**src/rtl/instr_fetch.sv**
```systemverilog
// Instruction fetch: PC, single-outstanding req/ack memory reads, DEPTH-entry {pc, word} buffer, redirect flush.
// Optional feature macro IFETCH_STATS_EN adds fetch_cnt / flush_cnt counters.
module instr_fetch #(
  parameter int                ADDR_W   = 32,
  parameter int                DEPTH    = 4,
  parameter logic [ADDR_W-1:0] RESET_PC = '0
) (
  input  logic              clk,
  input  logic              reset,
  output logic              imem_req,
  output logic [ADDR_W-1:0] imem_addr,
  input  logic              imem_ack,
  input  logic [31:0]       imem_rdata,
  output logic              instr_valid,
  input  logic              instr_ready,
  output logic [31:0]       instr,
  output logic [5:0]        opcode,
  output logic [10:0]       func,
  output logic [ADDR_W-1:0] pc_out,
  input  logic              redirect,
  input  logic [ADDR_W-1:0] redirect_pc
`ifdef IFETCH_STATS_EN
  ,
  output logic [31:0]       fetch_cnt,
  output logic [31:0]       flush_cnt
`endif
);
  localparam int               PTR_W = $clog2(DEPTH);
  localparam int               CNT_W = PTR_W + 1;
  localparam logic [CNT_W-1:0] FULL  = CNT_W'(DEPTH);

  typedef enum logic [1:0] {IDLE, BUSY, DROP} state_t;
  state_t state_reg, state_next;

  logic [ADDR_W-1:0] fetch_pc_reg, fetch_pc_next;
  logic [ADDR_W-1:0] stale_addr_reg;
  logic [CNT_W-1:0]  count_reg, count_next, count_step;
  logic [PTR_W-1:0]  wr_ptr_reg, rd_ptr_reg;
  logic [31:0]       word_mem [DEPTH];
  logic [ADDR_W-1:0] pc_mem   [DEPTH];
  logic              push, pop;
  logic [ADDR_W-1:0] target_pc;

  assign target_pc   = redirect_pc & ~ADDR_W'(3);
  assign instr_valid = (count_reg != '0);
  assign pop         = instr_valid && instr_ready && !redirect;
  assign push        = (state_reg == BUSY) && imem_ack && !redirect;
  assign count_step  = count_reg + CNT_W'(push) - CNT_W'(pop);
  assign imem_req    = (state_reg != IDLE);
  // DROP keeps presenting the abandoned address until its ack arrives.
  assign imem_addr   = (state_reg == DROP) ? stale_addr_reg : fetch_pc_reg;

  always_comb begin
    state_next    = state_reg;
    fetch_pc_next = fetch_pc_reg;
    count_next    = redirect ? '0 : count_step;
    if (push)
      fetch_pc_next = fetch_pc_reg + ADDR_W'(4);
    if (redirect)
      fetch_pc_next = target_pc;
    unique case (state_reg)
      IDLE: begin
        if (redirect || count_next < FULL)
          state_next = BUSY;
      end
      BUSY: begin
        if (redirect)
          state_next = imem_ack ? BUSY : DROP;
        else if (imem_ack && count_next >= FULL)
          state_next = IDLE;
      end
      DROP: begin
        if (!redirect && imem_ack)
          state_next = BUSY;
      end
      default: state_next = IDLE;
    endcase
  end

  always_ff @(posedge clk) begin
    if (reset) begin
      state_reg      <= IDLE;
      fetch_pc_reg   <= RESET_PC;
      stale_addr_reg <= RESET_PC;
      count_reg      <= '0;
      wr_ptr_reg     <= '0;
      rd_ptr_reg     <= '0;
    end else begin
      state_reg    <= state_next;
      fetch_pc_reg <= fetch_pc_next;
      count_reg    <= count_next;
      if (state_reg == BUSY && redirect && !imem_ack)
        stale_addr_reg <= fetch_pc_reg;
      if (redirect) begin
        wr_ptr_reg <= '0;
        rd_ptr_reg <= '0;
      end else begin
        if (push)
          wr_ptr_reg <= wr_ptr_reg + PTR_W'(1);
        if (pop)
          rd_ptr_reg <= rd_ptr_reg + PTR_W'(1);
      end
    end
  end

  always_ff @(posedge clk) begin
    if (push) begin
      word_mem[wr_ptr_reg] <= imem_rdata;
      pc_mem[wr_ptr_reg]   <= fetch_pc_reg;
    end
  end

  // Head is masked while empty so reset/empty outputs are deterministic.
  assign instr  = instr_valid ? word_mem[rd_ptr_reg] : '0;
  assign pc_out = instr_valid ? pc_mem[rd_ptr_reg] : RESET_PC;
  assign opcode = instr[31:26];
  assign func   = instr[10:0];

`ifdef IFETCH_STATS_EN
  logic [31:0] fetch_cnt_reg, flush_cnt_reg;

  always_ff @(posedge clk) begin
    if (reset) begin
      fetch_cnt_reg <= '0;
      flush_cnt_reg <= '0;
    end else begin
      if (pop)
        fetch_cnt_reg <= fetch_cnt_reg + 32'd1;
      if (redirect)
        flush_cnt_reg <= flush_cnt_reg + 32'd1;
    end
  end

  assign fetch_cnt = fetch_cnt_reg;
  assign flush_cnt = flush_cnt_reg;
`endif
endmodule
```
**config.mk**
```make
export PLATFORM = sky130hd
export DESIGN_NAME = instr_fetch
export DESIGN_NICKNAME = d
export VERILOG_FILES = /design/src/rtl/instr_fetch.sv
export SDC_FILE = /design/constraint.sdc
export NUM_CORES = 1
export LEC_CHECK = 0
export BUFFER_PORTS_ARGS = -buffer_cell sky130_fd_sc_hd__buf_4
export CORE_MARGIN = 1
export CORE_UTILIZATION = 57
export DETAILED_ROUTE_END_ITERATION = 8
export PLACE_DENSITY = 0.79
export SYNTH_ARGS = -nofsm -noshare
export SYNTH_HDL_FRONTEND = slang
export SYNTH_SLANG_ARGS = --single-unit
```
**constraint.sdc**
```tcl
create_clock -name clk -period 3.3 [get_ports clk]
set_clock_uncertainty 0.1 [all_clocks]
set_input_delay 0.165 -clock clk [delete_from_list [all_inputs] [get_ports clk]]
set_output_delay 0.165 -clock clk [all_outputs]
set_load 0.03 [all_outputs]
```
==> results of run 1 <==
## worst max-delay path, stage by stage (launching register included)
cell	delay, ns
dfxtp_1	0.51
ha_1	0.25
nand3_2	0.19
or4_1	0.66
or3_1	0.39
a2111oi_0	0.40
dlygate4sd3_1	0.60
## worst min path at each step
stage                  startpoint                to  cells past startpoint
detailed placement  imem_rdata[4]    word_mem[1][4]                      1
CTS                      redirect  fetch_pc_reg[14]                      3
floorplan           imem_rdata[0]    word_mem[0][0]                      0
global placement    imem_rdata[0]    word_mem[2][0]                      1
global route                reset   fetch_pc_reg[5]                      2
finish                      reset   fetch_pc_reg[8]                      2
## area by class of cell
type	instances	area, µm²
flip-flops and latches	319	8870
fillers	1406	6220
multi-input cells	471	3930
repair buffers	262	2220
clock buffers	39	806
well taps	285	357
clock inverters	17	189
inverters	13	48.8
## kinds of logic after synthesis
family	count (synthesis)	synth area share, %
DFF	319	67.2
buffers and inverters	87	3.14
and+or+nand+nor	263	10.4
xor gates and xnor gates	12	0.797
AOI/OAI and AO/OA	96	4.72
other	1	0.0284
muxes	88	12.8
adders and majority gates	8	0.816
## cell usage after synthesis (all sizes together) (7+ instances only)
| master | count |
|---|---|
| or4 | 12 |
| or3 | 7 |
| buf | 30 |
| a211oi | 7 |
| o21ai | 15 |
| dfxtp | 71 |
| ha | 7 |
| nand3 | 12 |
| a21oi | 35 |
| edfxtp | 248 |
| a311oi | 10 |
| clkbuf | 44 |
| mux4 | 62 |
| mux2 | 26 |
| nor4 | 10 |
| nand4 | 10 |
| nand2 | 89 |
| xnor2 | 10 |
| and2 | 68 |
| inv | 13 |
| nor2 | 28 |
## power groups by stage
stage               Combinational (mW)  Clock [mW]  Sequential [mW]
global route                     0.640        3.65             4.49
CTS                              0.596        3.50             4.48
detailed placement               0.527           0             4.57
floorplan                        0.321           0             4.54
finish                           0.601        3.45             4.49
global placement                 0.519           0             4.56
## metal layers
layer / wire [µm] / vias up / GRT usage (%)
li1: - / 3772 / -
met1: 11700 / 4106 / 31.9
met2: 14600 / 336 / 42.2
met3: 1990 / 64 / 4.26
met4: 905 / 0 / 9.62
met5: 0 / - / 0
## metrics by stage
| step | setup WS [ns] | power (mW) | instance area, µm² | hold slack (ns) |
|---|---|---|---|---|
| 2_1_floorplan | 0.417 | 4.86 | 13200 | 0.164 |
| 3_3_place_gp | 0.466 | 5.08 | 14700 | 0.267 |
| 3_5_place_dp | 0.378 | 5.10 | 14700 | 0.270 |
| 4_1_cts | 0.222 | 8.58 | 16400 | 0.0191 |
| 5_1_grt | 0.0140 | 8.78 | 16400 | 0.0592 |
| 6_report | 0.143 | 8.53 | 16400 | 0.0477 |
## placed cells by master, fill, tap and decap left out, types with 26 or more instances in the layout
| cell | n |
|---|---|
| dlygate4sd3_1 | 70 |
| nand2_1 | 89 |
| clkbuf_16 | 31 |
| a21oi_1 | 35 |
| dfxtp_1 | 69 |
| edfxtp_1 | 248 |
| mux2_2 | 26 |
| buf_4 | 186 |
| and2_1 | 64 |
| mux4_2 | 62 |
| nor2_1 | 28 |
==> summary.md, run 1 <==
| Metric | Value |
|---|---|
| Synth Flop Type | `edfxtp_1` |
| Comb power frac | `7.0%` |
| Min-delay worst type | `primary input to flip-flop` |
| Setup repair after global routing missed its margin | `false` |
| VDD IR max | `0.397 mV` |
| Worst Reg-to-Reg Cells | `6` |
| Cell taking the most area after synthesis | `edfxtp_1` |
| Cell Area, Synth | `13200 µm²` |
| Detailed Route Iter0 Violations | `487` |
| Setup TNS | `0 ns` |
| Clk buf depth | `3` |
| RR Startpoint | `fetch_pc_reg[2]` |
| Worst-Margin Slew | `0.918 ns` |
| Fin util | `72.5%` |
| Post-synth top area share | `56.5%` |
| Period utilization | `95.7%` |
| Seq pwr share | `52.6%` |
| Cells after DPL | `1280` |
| Final setup viols | `0` |
| Pin count of the biggest net entering global routing | `65` |
| CTS Root Cell | `clkbuf_16` |
| CTS tree | `built` |
| Slew Limit Fails | `0` |
| Largest registers | `word_mem (128), pc_mem (120)` |
| Setup bufs post-CTS | `0` |
| Router iterations before antenna repair | `5` |
| DRC | `0` |
| Yosys synthesis warning count | `0` |
| Count of final hold-check violations | `0` |
| Fmax | `317 MHz` |
| Initial Utilization | `58.2%` |
| Critical path fanouts, max | `10` |
| Setup crit start kind | `flip-flop` |
| Sink Count | `319` |
| Pwr Density | `520 nW/µm²` |
| Capture point of the worst reg-to-reg path | `fetch_pc_reg[28]` |
| Synth unique cells | `51` |
| Number of CTS-inserted buffers | `31` |
| WS Path Type | `flip-flop to flip-flop` |
| Critical Path AT | `3.54 ns` |
| Max reg flops | `128` |
| Critical path origin | `fetch_pc_reg[2]` |
| Worst skew pair latency | `0.56 ns` |
| Internal power | `6.70 mW` |
| Placer Congestion | `0.841` |
| Die Area | `23700 µm²` |
| R2R Setup Slk | `0.14 ns` |
| Seq cells post-synth | `319` |
| CP required | `3.68 ns` |
| DR WL/cell | `20.8 µm` |
| GRT Overall Usage | `24.8%` |
| Die height | `154 µm` |
| Max-cap viol count | `0` |
| Sw Share | `21.4%` |
| Die width | `154 µm` |
| Routed wire length | `29200 µm` |
| Initial antenna violation count | `0` |
| Vias | `8278` |
| P_leak | `5.72 nW` |
| Post-synthesis async set-or-reset flop share | `0%` |
| Nets | `1175` |
| Max-Slew Margin vs Limit | `38.2%` |
| Area of the core | `22600 µm²` |
| Fin crit period | `3.16 ns` |
| Non-Filler Instances | `1406` |
| Cells after synthesis | `874` |
| Post-synth EDFFs | `248` |
| Io pins | `184` |
| Ant. Diodes | `0` |
| Register area share after synthesis | `67.2%` |
| Global-route wire length before repair | `45000 µm` |
| Vias per inst | `5.89` |
| Layout cells sized above 1 | `29.9%` |
| Synth top area cells | `edfxtp_1, dfxtp_1, mux4_2` |
| Most flop-heavy register | `word_mem` |
| Clock power frac | `40.4%` |
| Clock transition at the registers of the reported paths | `0.06 ns` |
| CP endpoint | `fetch_pc_reg[28]` |
| Congestion Overflow GR | `0` |
| CP Capture Type | `flip-flop` |
| Avg Inst Size Synth | `15.1 µm²` |
| Area Growth Syn to Fin | `24.5%` |
| Vias in the first global route | `8354` |
| Status | `completed` |
| Hold Buf Count CTS | `70` |
| DPL Wire Length | `16900 µm` |
| H-tree lvl count | `1` |
| Core Rows | `55` |
| Port bufs | `177` |
| Psw | `1.83 mW` |
| Resize count post-CTS | `0` |
| Post-route ant nets | `0` |
(Power assumes the default switching activity.)
==> run 2: changes to the inputs <==
--- a/config.mk
+++ b/config.mk
@@ -7,9 +7,10 @@
 export LEC_CHECK = 0
 export BUFFER_PORTS_ARGS = -buffer_cell sky130_fd_sc_hd__buf_4
 export CORE_MARGIN = 1
-export CORE_UTILIZATION = 57
+export CORE_UTILIZATION = 45
 export DETAILED_ROUTE_END_ITERATION = 8
-export PLACE_DENSITY = 0.79
+export PLACE_DENSITY = 0.65
+export REMOVE_ABC_BUFFERS = 1
 export SYNTH_ARGS = -nofsm -noshare
 export SYNTH_HDL_FRONTEND = slang
 export SYNTH_SLANG_ARGS = --single-unit
==> run 2 against run 1 <==
Register-to-register slack improved by 0.25 ns. Clock power decreased by 3%. Maximum frequency rose by 8.5%. Flip-flop and latch count is the same. Largest cell class unchanged. Sequential power about the same. Utilization down 15 points.
==> summary.md, run 2 (synthesis results as in run 1) <==
| Metric | Value |
|---|---|
| Fin crit period | `2.91 ns` |
| Setup crit start kind | `flip-flop` |
| # fillers | `2284` |
| Post-route ant nets | `0` |
| Worst hold slack | `0.0781 ns` |
| Worst skew pair latency | `0.55 ns` |
| Largest registers | `word_mem (128), pc_mem (120)` |
| Fin util | `57.5%` |
| Most flop-heavy register | `word_mem` |
| DRC | `0` |
| VDD IR max | `0.477 mV` |
| Final setup viols | `0` |
| Vias in the first global route | `7985` |
| Slew Limit Fails | `0` |
| Initial Utilization | `45.8%` |
| R2R Setup Slk | `0.39 ns` |
| Area of the core | `28800 µm²` |
| Critical Path Slowest Stage Cell | `or3_2` |
| Number of CTS-inserted buffers | `31` |
| Routed wire length | `29300 µm` |
| GRT Overall Usage | `19.6%` |
| CP Capture Type | `flip-flop` |
| Max-cap viol count | `0` |
| Pin count of the biggest net entering global routing | `65` |
| CTS tree | `built` |
| Critical Path AT | `3.22 ns` |
| Io pins | `184` |
| Status | `completed` |
| Area Growth Syn to Fin | `25.6%` |
| DPL Wire Length | `17800 µm` |
| Sink Count | `319` |
| Pwr Density | `510 nW/µm²` |
| Die width | `173 µm` |
| Buf+Inv Stages, Crit Path | `2` |
| Fmax | `344 MHz` |
| Detailed Route Iter0 Violations | `504` |
| Count of final hold-check violations | `0` |
| H-tree lvl count | `1` |
| Worst-Margin Slew | `0.741 ns` |
| Commonest non-fill, non-tap cell in the layout | `edfxtp_1` |
| DR WL/cell | `19.4 µm` |
| Die Area | `30000 µm²` |
| Vias per inst | `5.39` |
| Max-Slew Margin vs Limit | `50.1%` |
| Clock transition at the registers of the reported paths | `0.06 ns` |
| Die height | `173 µm` |
| Max reg flops | `128` |
| CP top delay family | `adder cells` |
| Worst path cell trace | `or3_2 -> and3_1 -> ha_1 -> inv_1 -> ha_1 -> inv_1 -> fa_1 -> xor2_1 -> xnor2_1 -> a2111oi_0 -> a2111oi_0` |
| Min-delay worst type | `primary input to flip-flop` |
| Router iterations before antenna repair | `5` |
| Vias | `8152` |
| CP required | `3.61 ns` |
| Nets | `1179` |
| Placer Congestion | `0.811` |
| Commonest non-fill, non-tap cells in the layout | `edfxtp_1, buf_4, nand2_1` |
| Critical path fanouts, max | `3` |
| WS Path Type | `flip-flop to flip-flop` |
| P_leak | `5.75 nW` |
| Port bufs | `177` |
| Setup repair after global routing missed its margin | `false` |
| Initial antenna violation count | `0` |
| Period utilization | `88.2%` |
| Clk buf depth | `3` |
| CTS Root Cell | `clkbuf_16` |
| Peak per-stage delay on the critical path | `0.47 ns` |
| Global-route wire length before repair | `45600 µm` |
| Core Rows | `62` |
| Layout cells sized above 1 | `30.7%` |
| Congestion Overflow GR | `0` |
## run 2: layer usage
layer  up-vias  GRT usage (%)  wire [µm]
met2       269           31.7      13800
met5         -              0          0
met4         0           4.02        561
li1       3777              -          -
met3        43           2.84       1850
met1      4063           28.3      13100
## run 2: timing repair
| item | 4_1_cts | 5_1_grt |
|---|---|---|
| hold buffers | 65 | 0 |
| setup buffers | 0 | 0 |
| endpoints found under the hold margin | 167 | 0 |
| resized for setup | 0 | 0 |
## run 2: worst paths after layout
path / startpoint / to / depth (start not counted)
worst min register to register: stale_addr_reg[31] / stale_addr_reg[31] / 2
worst min-delay path: redirect_pc[20] / fetch_pc_reg[20] / 4
worst max register to register: count_reg[1] / state_reg[0] / 11
worst max-delay path: count_reg[1] / state_reg[0] / 11
## run 2: worst reg2reg max path, stage by stage (launching register included)
cell	delay [ns]
dfxtp_1	0.34
or3_2	0.47
and3_1	0.23
ha_1	0.28
inv_1	0.06
ha_1	0.13
inv_1	0.05
fa_1	0.36
xor2_1	0.16
xnor2_1	0.15
a2111oi_0	0.34
a2111oi_0	0.11
## run 2: per-stage QoR
stage | total power, mW | TNS [ns] | area [µm²] | worst slack (ns) | instances
6_report | 8.44 | 0 | 16600 | 0.390 | 1512
3_5_place_dp | 5.11 | 0 | 14900 | 0.399 | 1388
4_1_cts | 8.51 | 0 | 16600 | 0.361 | 1511
2_1_floorplan | 4.83 | -44.58 | 12800 | -0.622 | 803
5_1_grt | 8.70 | 0 | 16600 | 0.220 | 1511
3_3_place_gp | 5.10 | 0 | 14900 | 0.450 | 1388
## run 2: layout make-up
cell class	instances	area, µm²	area share, %
tap	384	480	2.90
antenna	1	2.50	0.0151
timing repair buffer	266	2250	13.6
clock buffer	49	893	5.39
multi-input combinational	471	3940	23.8
sequential	319	8880	53.6
clock inverter	9	77.6	0.468
inverter	13	48.8	0.295
## run 2: power by group
part	switching [mW]	internal [mW]	total (mW)
registers	0.0806	4.40	4.48
clock network	1.43	1.93	3.36
logic	0.332	0.273	0.605
total	1.84	6.60	8.44
